## src/rtl/ysyx_23060208_ifu_fetch.sv

```systemverilog
// rtl/ysyx_23060208_ifu_fetch.sv - NPC instruction fetch unit, one instruction in flight
// Fetches a word, hands {pc, inst} to decode, then waits for the resolved next PC.
module ysyx_23060208_ifu_fetch #(
  parameter int unsigned           DATA_WIDTH = 32,
  parameter logic [DATA_WIDTH-1:0] RESET_PC   = 32'h8000_0000
) (
  input  logic                      clk_i,
  input  logic                      rst_i,
  output logic                      inst_req_valid_o,
  input  logic                      inst_req_ready_i,
  output logic [DATA_WIDTH-1:0]     inst_req_addr_o,
  input  logic                      inst_resp_valid_i,
  input  logic [DATA_WIDTH-1:0]     inst_resp_data_i,
  output logic                      inst_resp_ready_o,
  input  logic                      exu_nextpc_valid_i,
  input  logic [DATA_WIDTH-1:0]     exu_nextpc_i,
  output logic [2*DATA_WIDTH-1:0]   ifu_to_idu_bus_o,
  output logic                      ifu_to_idu_valid_o,
  input  logic                      idu_allowin_i,
  output logic [31:0]               fetch_cnt_o
);

  typedef enum logic [1:0] {
    S_REQ       = 2'd0,
    S_WAIT_RESP = 2'd1,
    S_SEND      = 2'd2,
    S_WAIT_PC   = 2'd3
  } state_e;

  state_e                  state_q, state_d;
  logic [DATA_WIDTH-1:0]   pc_q, pc_d;
  logic [2*DATA_WIDTH-1:0] bus_q, bus_d;
  logic                    pend_valid_q, pend_valid_d;
  logic [DATA_WIDTH-1:0]   pend_pc_q, pend_pc_d;
  logic [31:0]             fetch_cnt_q, fetch_cnt_d;

  always_ff @(posedge clk_i) begin
    if (rst_i) begin
      state_q      <= S_REQ;
      pc_q         <= RESET_PC;
      bus_q        <= '0;
      pend_valid_q <= 1'b0;
      pend_pc_q    <= '0;
      fetch_cnt_q  <= '0;
    end else begin
      state_q      <= state_d;
      pc_q         <= pc_d;
      bus_q        <= bus_d;
      pend_valid_q <= pend_valid_d;
      pend_pc_q    <= pend_pc_d;
      fetch_cnt_q  <= fetch_cnt_d;
    end
  end

  always_comb begin
    state_d      = state_q;
    pc_d         = pc_q;
    bus_d        = bus_q;
    pend_valid_d = pend_valid_q;
    pend_pc_d    = pend_pc_q;
    fetch_cnt_d  = fetch_cnt_q;
    case (state_q)
      S_REQ: begin
        if (inst_req_ready_i) state_d = S_WAIT_RESP;
        if (exu_nextpc_valid_i) begin
          pend_valid_d = 1'b1;
          pend_pc_d    = exu_nextpc_i;
        end
      end
      S_WAIT_RESP: begin
        if (inst_resp_valid_i) begin
          bus_d   = {pc_q, inst_resp_data_i};
          state_d = S_SEND;
        end
        if (exu_nextpc_valid_i) begin
          pend_valid_d = 1'b1;
          pend_pc_d    = exu_nextpc_i;
        end
      end
      S_SEND: begin
        if (idu_allowin_i) begin
          fetch_cnt_d = fetch_cnt_q + 32'd1;
          // A live pulse is newer than anything buffered, so it wins.
          if (exu_nextpc_valid_i) begin
            pc_d         = exu_nextpc_i;
            pend_valid_d = 1'b0;
            state_d      = S_REQ;
          end else if (pend_valid_q) begin
            pc_d         = pend_pc_q;
            pend_valid_d = 1'b0;
            state_d      = S_REQ;
          end else begin
            state_d = S_WAIT_PC;
          end
        end else if (exu_nextpc_valid_i) begin
          pend_valid_d = 1'b1;
          pend_pc_d    = exu_nextpc_i;
        end
      end
      S_WAIT_PC: begin
        if (exu_nextpc_valid_i) begin
          pc_d    = exu_nextpc_i;
          state_d = S_REQ;
        end
      end
      default: state_d = S_REQ;
    endcase
  end

  // Handshake outputs stay low for the whole reset cycle, not just after the first edge.
  assign inst_req_valid_o   = !rst_i && (state_q == S_REQ);
  assign inst_resp_ready_o  = !rst_i && (state_q == S_WAIT_RESP);
  assign ifu_to_idu_valid_o = !rst_i && (state_q == S_SEND);
  assign inst_req_addr_o    = {pc_q[DATA_WIDTH-1:2], 2'b00};
  assign ifu_to_idu_bus_o   = bus_q;
  assign fetch_cnt_o        = fetch_cnt_q;

endmodule

```

## config.mk

```make
export PLATFORM = sky130hd
export DESIGN_NAME = ysyx_23060208_ifu_fetch
export DESIGN_NICKNAME = d
export VERILOG_FILES = /design/src/rtl/ysyx_23060208_ifu_fetch.sv
export SDC_FILE = /design/constraint.sdc
export NUM_CORES = 1
export LEC_CHECK = 0
export BUFFER_PORTS_ARGS = -buffer_cell sky130_fd_sc_hd__clkbuf_2
export CAP_MARGIN = 30
export CORE_MARGIN = 3
export CORE_UTILIZATION = 40
export DETAILED_ROUTE_END_ITERATION = 7
export PLACE_DENSITY = 0.67
export SETUP_SLACK_MARGIN = 0.2
export SLEW_MARGIN = 30
export SYNTH_ARGS = -nofsm -noshare
export SYNTH_HDL_FRONTEND = slang
export SYNTH_SLANG_ARGS = --single-unit
```

## constraint.sdc

```tcl
create_clock -name clk_i -period 2.9 [get_ports clk_i]
set_input_delay 0.58 -clock clk_i [delete_from_list [all_inputs] [get_ports clk_i]]
set_output_delay 0.58 -clock clk_i [all_outputs]
set_load 0.02 [all_outputs]
```

After elaboration in Yosys (flattened, before gate mapping)
Cells that the tools add are included.
- add/sub/neg operators: 1
- equality and inequality tests: 9
- muxes and demuxes: 18
- reduce and logical (&&, ||, !) cells: 13
- operators with widths (cell ; number):
    32-bit two-way mux ; 6
    32-bit one-hot mux with 2 select lines ; 2
    32-bit by 1-bit adder with 32-bit output, second input constant ; 1
    2-bit two-way mux ; 6
    2-bit != test, second input constant ; 5
    2-bit one-hot mux with 4 select lines ; 1
    4-bit AND reduction ; 2
    2-bit AND reduction ; 3
    2-bit equality test, second input constant ; 2
    2-bit nonzero test ; 2
    1-bit logical AND ; 3
    3-bit != test, second input constant ; 1
    2-bit by 1-bit equality test with 1-bit output, second input constant ; 1
    2-bit logical NOT ; 1
    1-bit two-way mux ; 2
    1-bit one-hot mux with 2 select lines ; 1
    2-bit OR reduction ; 1
    1-bit logical NOT ; 1
- output and inout port bits: 131
- bits in registers: 163
- word-level logic and storage cells: 47
- input bits: 70

Logic depth before layout (Yosys ltp)
- depth in word-level cells: 4
- gate-level depth with buffers: 7
- gate-level depth less buffers: 5

Worst setup path after synthesis
No wires, ideal clock.
- path type: reg-to-reg
- start: reg fetch_cnt_q[0] (netlist: fetch_cnt_o[0])
- end: reg fetch_cnt_q[16] (netlist: fetch_cnt_o[16])
- data required time: 2.830 ns
- setup time: 0.070 ns
- buffers on the path: 1
- period minus slack after synthesis: 2.041 ns
- data arrival time: 1.970 ns
- stages on the path, launching flop included: 7
- path slack: 0.859 ns
- path through: dfxtp_1 > ha_1 > nand3_1 > or4_1 > clkbuf_1 > or3_1 > a21oi_1
- word-level cells in the longest chain between the ends: 1
- RTL lines (element ; RTL line ; text):
    start, declared ; 35 ; logic [31:0] fetch_cnt_q, fetch_cnt_d;
    start signal, assigned ; 51 ; fetch_cnt_q <= fetch_cnt_d;
    32-bit by 1-bit adder with 32-bit output ; 82 ; fetch_cnt_d = fetch_cnt_q + 32'd1;
No other way between the ends.
A chain may end at the register's enable or synchronous reset.

Worst setup path after layout
- start: reg state_q[1]
- end: reg fetch_cnt_q[22] (netlist: fetch_cnt_o[22])
- word-level cells in the longest chain between the ends: 2
- RTL lines (element ; RTL line ; text):
    start, declared ; 30 ; state_e state_q, state_d;
    start signal, assigned ; 46 ; state_q <= state_d;
    2-bit equality test ; 62 ; case (state_q)
    2-bit AND reduction (no source line) ; n/a ;
No other way between the ends.

==> results.md <==
* Total grt overflow at 0
* HPWL after detailed placement at 11.23 mm
* Area occupied by multi-input gates at ~2900 µm²
* Core Area at between 15000 and 20000 µm²
* Layer with the highest usage: met2
* RD Place Congestion at around 0.73
* Yosys cell types at 39
* Fillcell total at between 1500 and 2000
* Top_reg_cell synth: dfxtp_1
* Critical path class: register to register
* Setup repair bufs after CTS at 0
* Largest net degree at the start of global routing at 164
* Worst hold path class: primary input to register
* DR vias at approximately 5800
* H-tree Lvls at 4
* GR Util met3 at under 10%
* Ports at roughly 200
* Drc violations at 0
* Initial antenna violation count at 0
* Register bit count reported by yosys at around 160
* DR iter-0 viols at around 290
* Register area at 3263 µm²
* Sequential fraction of the synthesis area at between 40% and 50%
* Nets at 1012
* CTS Hold Bufs at 0
* TritonCTS clock tree: yes
* Final Hold Viols at 0
* Worst slew pin tran at approximately 740 ps
* Final WS setup at roughly 540 ps
* Fin. max-slew vios at 0
* Crit end category: register
* Worst IR drop on VDD at approximately 0.39 mV
* Clock Skew at 8.353 ps
* Max Freq at around 420 MHz
* Mapped Avg Cell Area at slightly above 8 µm²
* Met1 Usage GRT at a little under a quarter
* Die ar. at around 18000 µm²
* Leak at 3.277 nW
* Die Ht at roughly 130 µm
* Dpl cells at about 1100
* Max cap viols at 0
* Detail-routed net length per standard cell at around 14 µm
* Area growth, synth to finish at 23.25%
* Pre-CTS WS at 549.8 ps
* Die Width at 134.7 µm
* PD cells at between 600 and 700 nW/µm²
* Syn Std Cell Area at about 6600 µm²
* Number of enable flip-flop cells after synthesis at 0
* Final instance area at 8164 µm²
* Via density at roughly 5.0
* Commonest cells after routing, fill and taps aside: nand2_1 (207), clkbuf_2 (197), dfxtp_1 (163)
* YS warnings at 0
* CP Launch Type: register
* Overall routed net length at between 15 and 20 mm
* Tcrit/Tclk final at 81.44%
* Final min period at ~2400 ps
* CTS sink cnt at around 160
* RSZ-0062 raised after global routing: no
* Antenna Nets Post-Route at 0
* Post-CTS sizing at 0
* Worst EP required at 3250 ps
* Critical path fanouts, max at 13
* Clk_lat worst skew at 420 ps
* Worst-path clk slew at roughly 70 ps
* Std cell rows at 46
* Sum of negative setup slack at 0 ps
* N_diodes at 0
* CP arrival at 2710 ps
* Met2 Track Usage GR at between 20% and 30%
* Clock buffer depth at 2
* Share of layout cells above drive strength 1 at about a quarter
* I/O Buffers at between 150 and 200
* Dpl cell area at around 7600 µm²
* Most common cell after layout, fill and taps aside: nand2_1
* GRT Overall Usage at between 15 and 20%
* Root Buffer: clkbuf_16
* Vias in the first global route at ~5300
* CTS Buf Count at 17
* Synth async-reset ratio at 0%
* Initial core utilization at 41.25%
* Status: finished clean
* Mapped Cells at between 700 and 800
* Final Setup Violations at 0
* Total power at 5.104 mW
* Normalized max-slew margin at approximately 50%
* First-pass GRT wire length at roughly 27 mm
* TritonRoute pass-1 iters at 7
* Final std cells w/o fill at roughly 1200
## metal layers
| metal | up-vias | share of wire, % |
|---|---|---|
| li1 | 2993 | - |
| met1 | 2681 | 46 |
| met2 | 146 | 47 |
| met3 | 19 | 5.3 |
| met4 | 0 | 1.6 |
| met5 | - | 0 |
## where the power goes
group | switching [mW] | internal [mW] | total, mW
sequential | 0.0629 | 2.33 | 2.39
combinational | 0.346 | 0.198 | 0.544
clock | 0.949 | 1.22 | 2.17
## synthesized netlist by cell type (2+ instances only)
cell type	instances	area, µm²
clkbuf_1	45	168.9
mux2i_1	31	310.3
nand3_1	11	55.05
o21ai_0	10	50.05
buf_2	3	15.01
nand2_1	207	777.0
nor2_1	41	153.9
nor3_1	7	35.03
a211oi_1	31	232.7
dfxtp_1	163	3263
nand2b_1	2	12.51
a21oi_1	123	615.6
or4_1	15	112.6
nor3b_1	2	15.01
or3_1	8	50.05
nand4_1	12	75.07
xor2_1	4	35.03
buf_1	6	22.52
and4_1	7	61.31
buf_4	32	240.2
o31ai_1	13	97.59
xnor2_1	5	43.79
inv_1	4	15.01
and3_1	2	12.51
## worst max-delay path: stages, from the launching register on
cell and delay, ps:
dfxtp_1 680, nand3b_4 180, or4_1 760, or4_1 530, a21oi_1 140
## sequential cells by signal (all words and copies together), names as in the netlist
register	cells
pend_pc_q	32
pend_valid_q	1
ifu_to_idu_bus_o	64
pc_q	32
state_q	2
fetch_cnt_o	32
## stage by stage
step           util [%]  hold WS (ps)
3_5_place_dp      47.30         445.4
3_3_place_gp      47.30         441.2
6_report          50.84         376.7
2_1_floorplan         -         432.3
5_1_grt           50.84         365.6
4_1_cts           50.84         354.9
## kinds of logic (layout without fill, tap and decap cells)
group	count (synthesis)	in the layout	synth area share, %
and+or+nand+nor	321	321	21.53
AOI/OAI and AO/OA	180	180	15.43
DFF	163	163	49.26
buffers and inverters	91	245	7.140
muxes	33	33	5.195
xor gates and xnor gates	9	9	1.190
adders and majority gates	1	1	0.1889
other	1	2	0.05661
## area by class of cell
type                    instances  area share [%]
clock inverters                13           1.533
multi-input cells             546           35.79
inverters                       4          0.1839
repair buffers                209           13.79
flip-flops and latches        163           39.97
clock buffers                  19           5.425
well taps                     216           3.310
## path summary, 6_finish.rpt
check / startpoint / to / slack, ps / cells after the start
worst min register to register: ifu_to_idu_bus_o[57] / ifu_to_idu_bus_o[57] / 450 / 2
worst max-delay path: state_q[1] / fetch_cnt_o[22] / 540 / 4
worst min-delay path: inst_resp_data_i[13] / ifu_to_idu_bus_o[13] / 380 / 3
worst max register to register: state_q[1] / fetch_cnt_o[22] / 540 / 4
(Power assumes the default switching activity.)
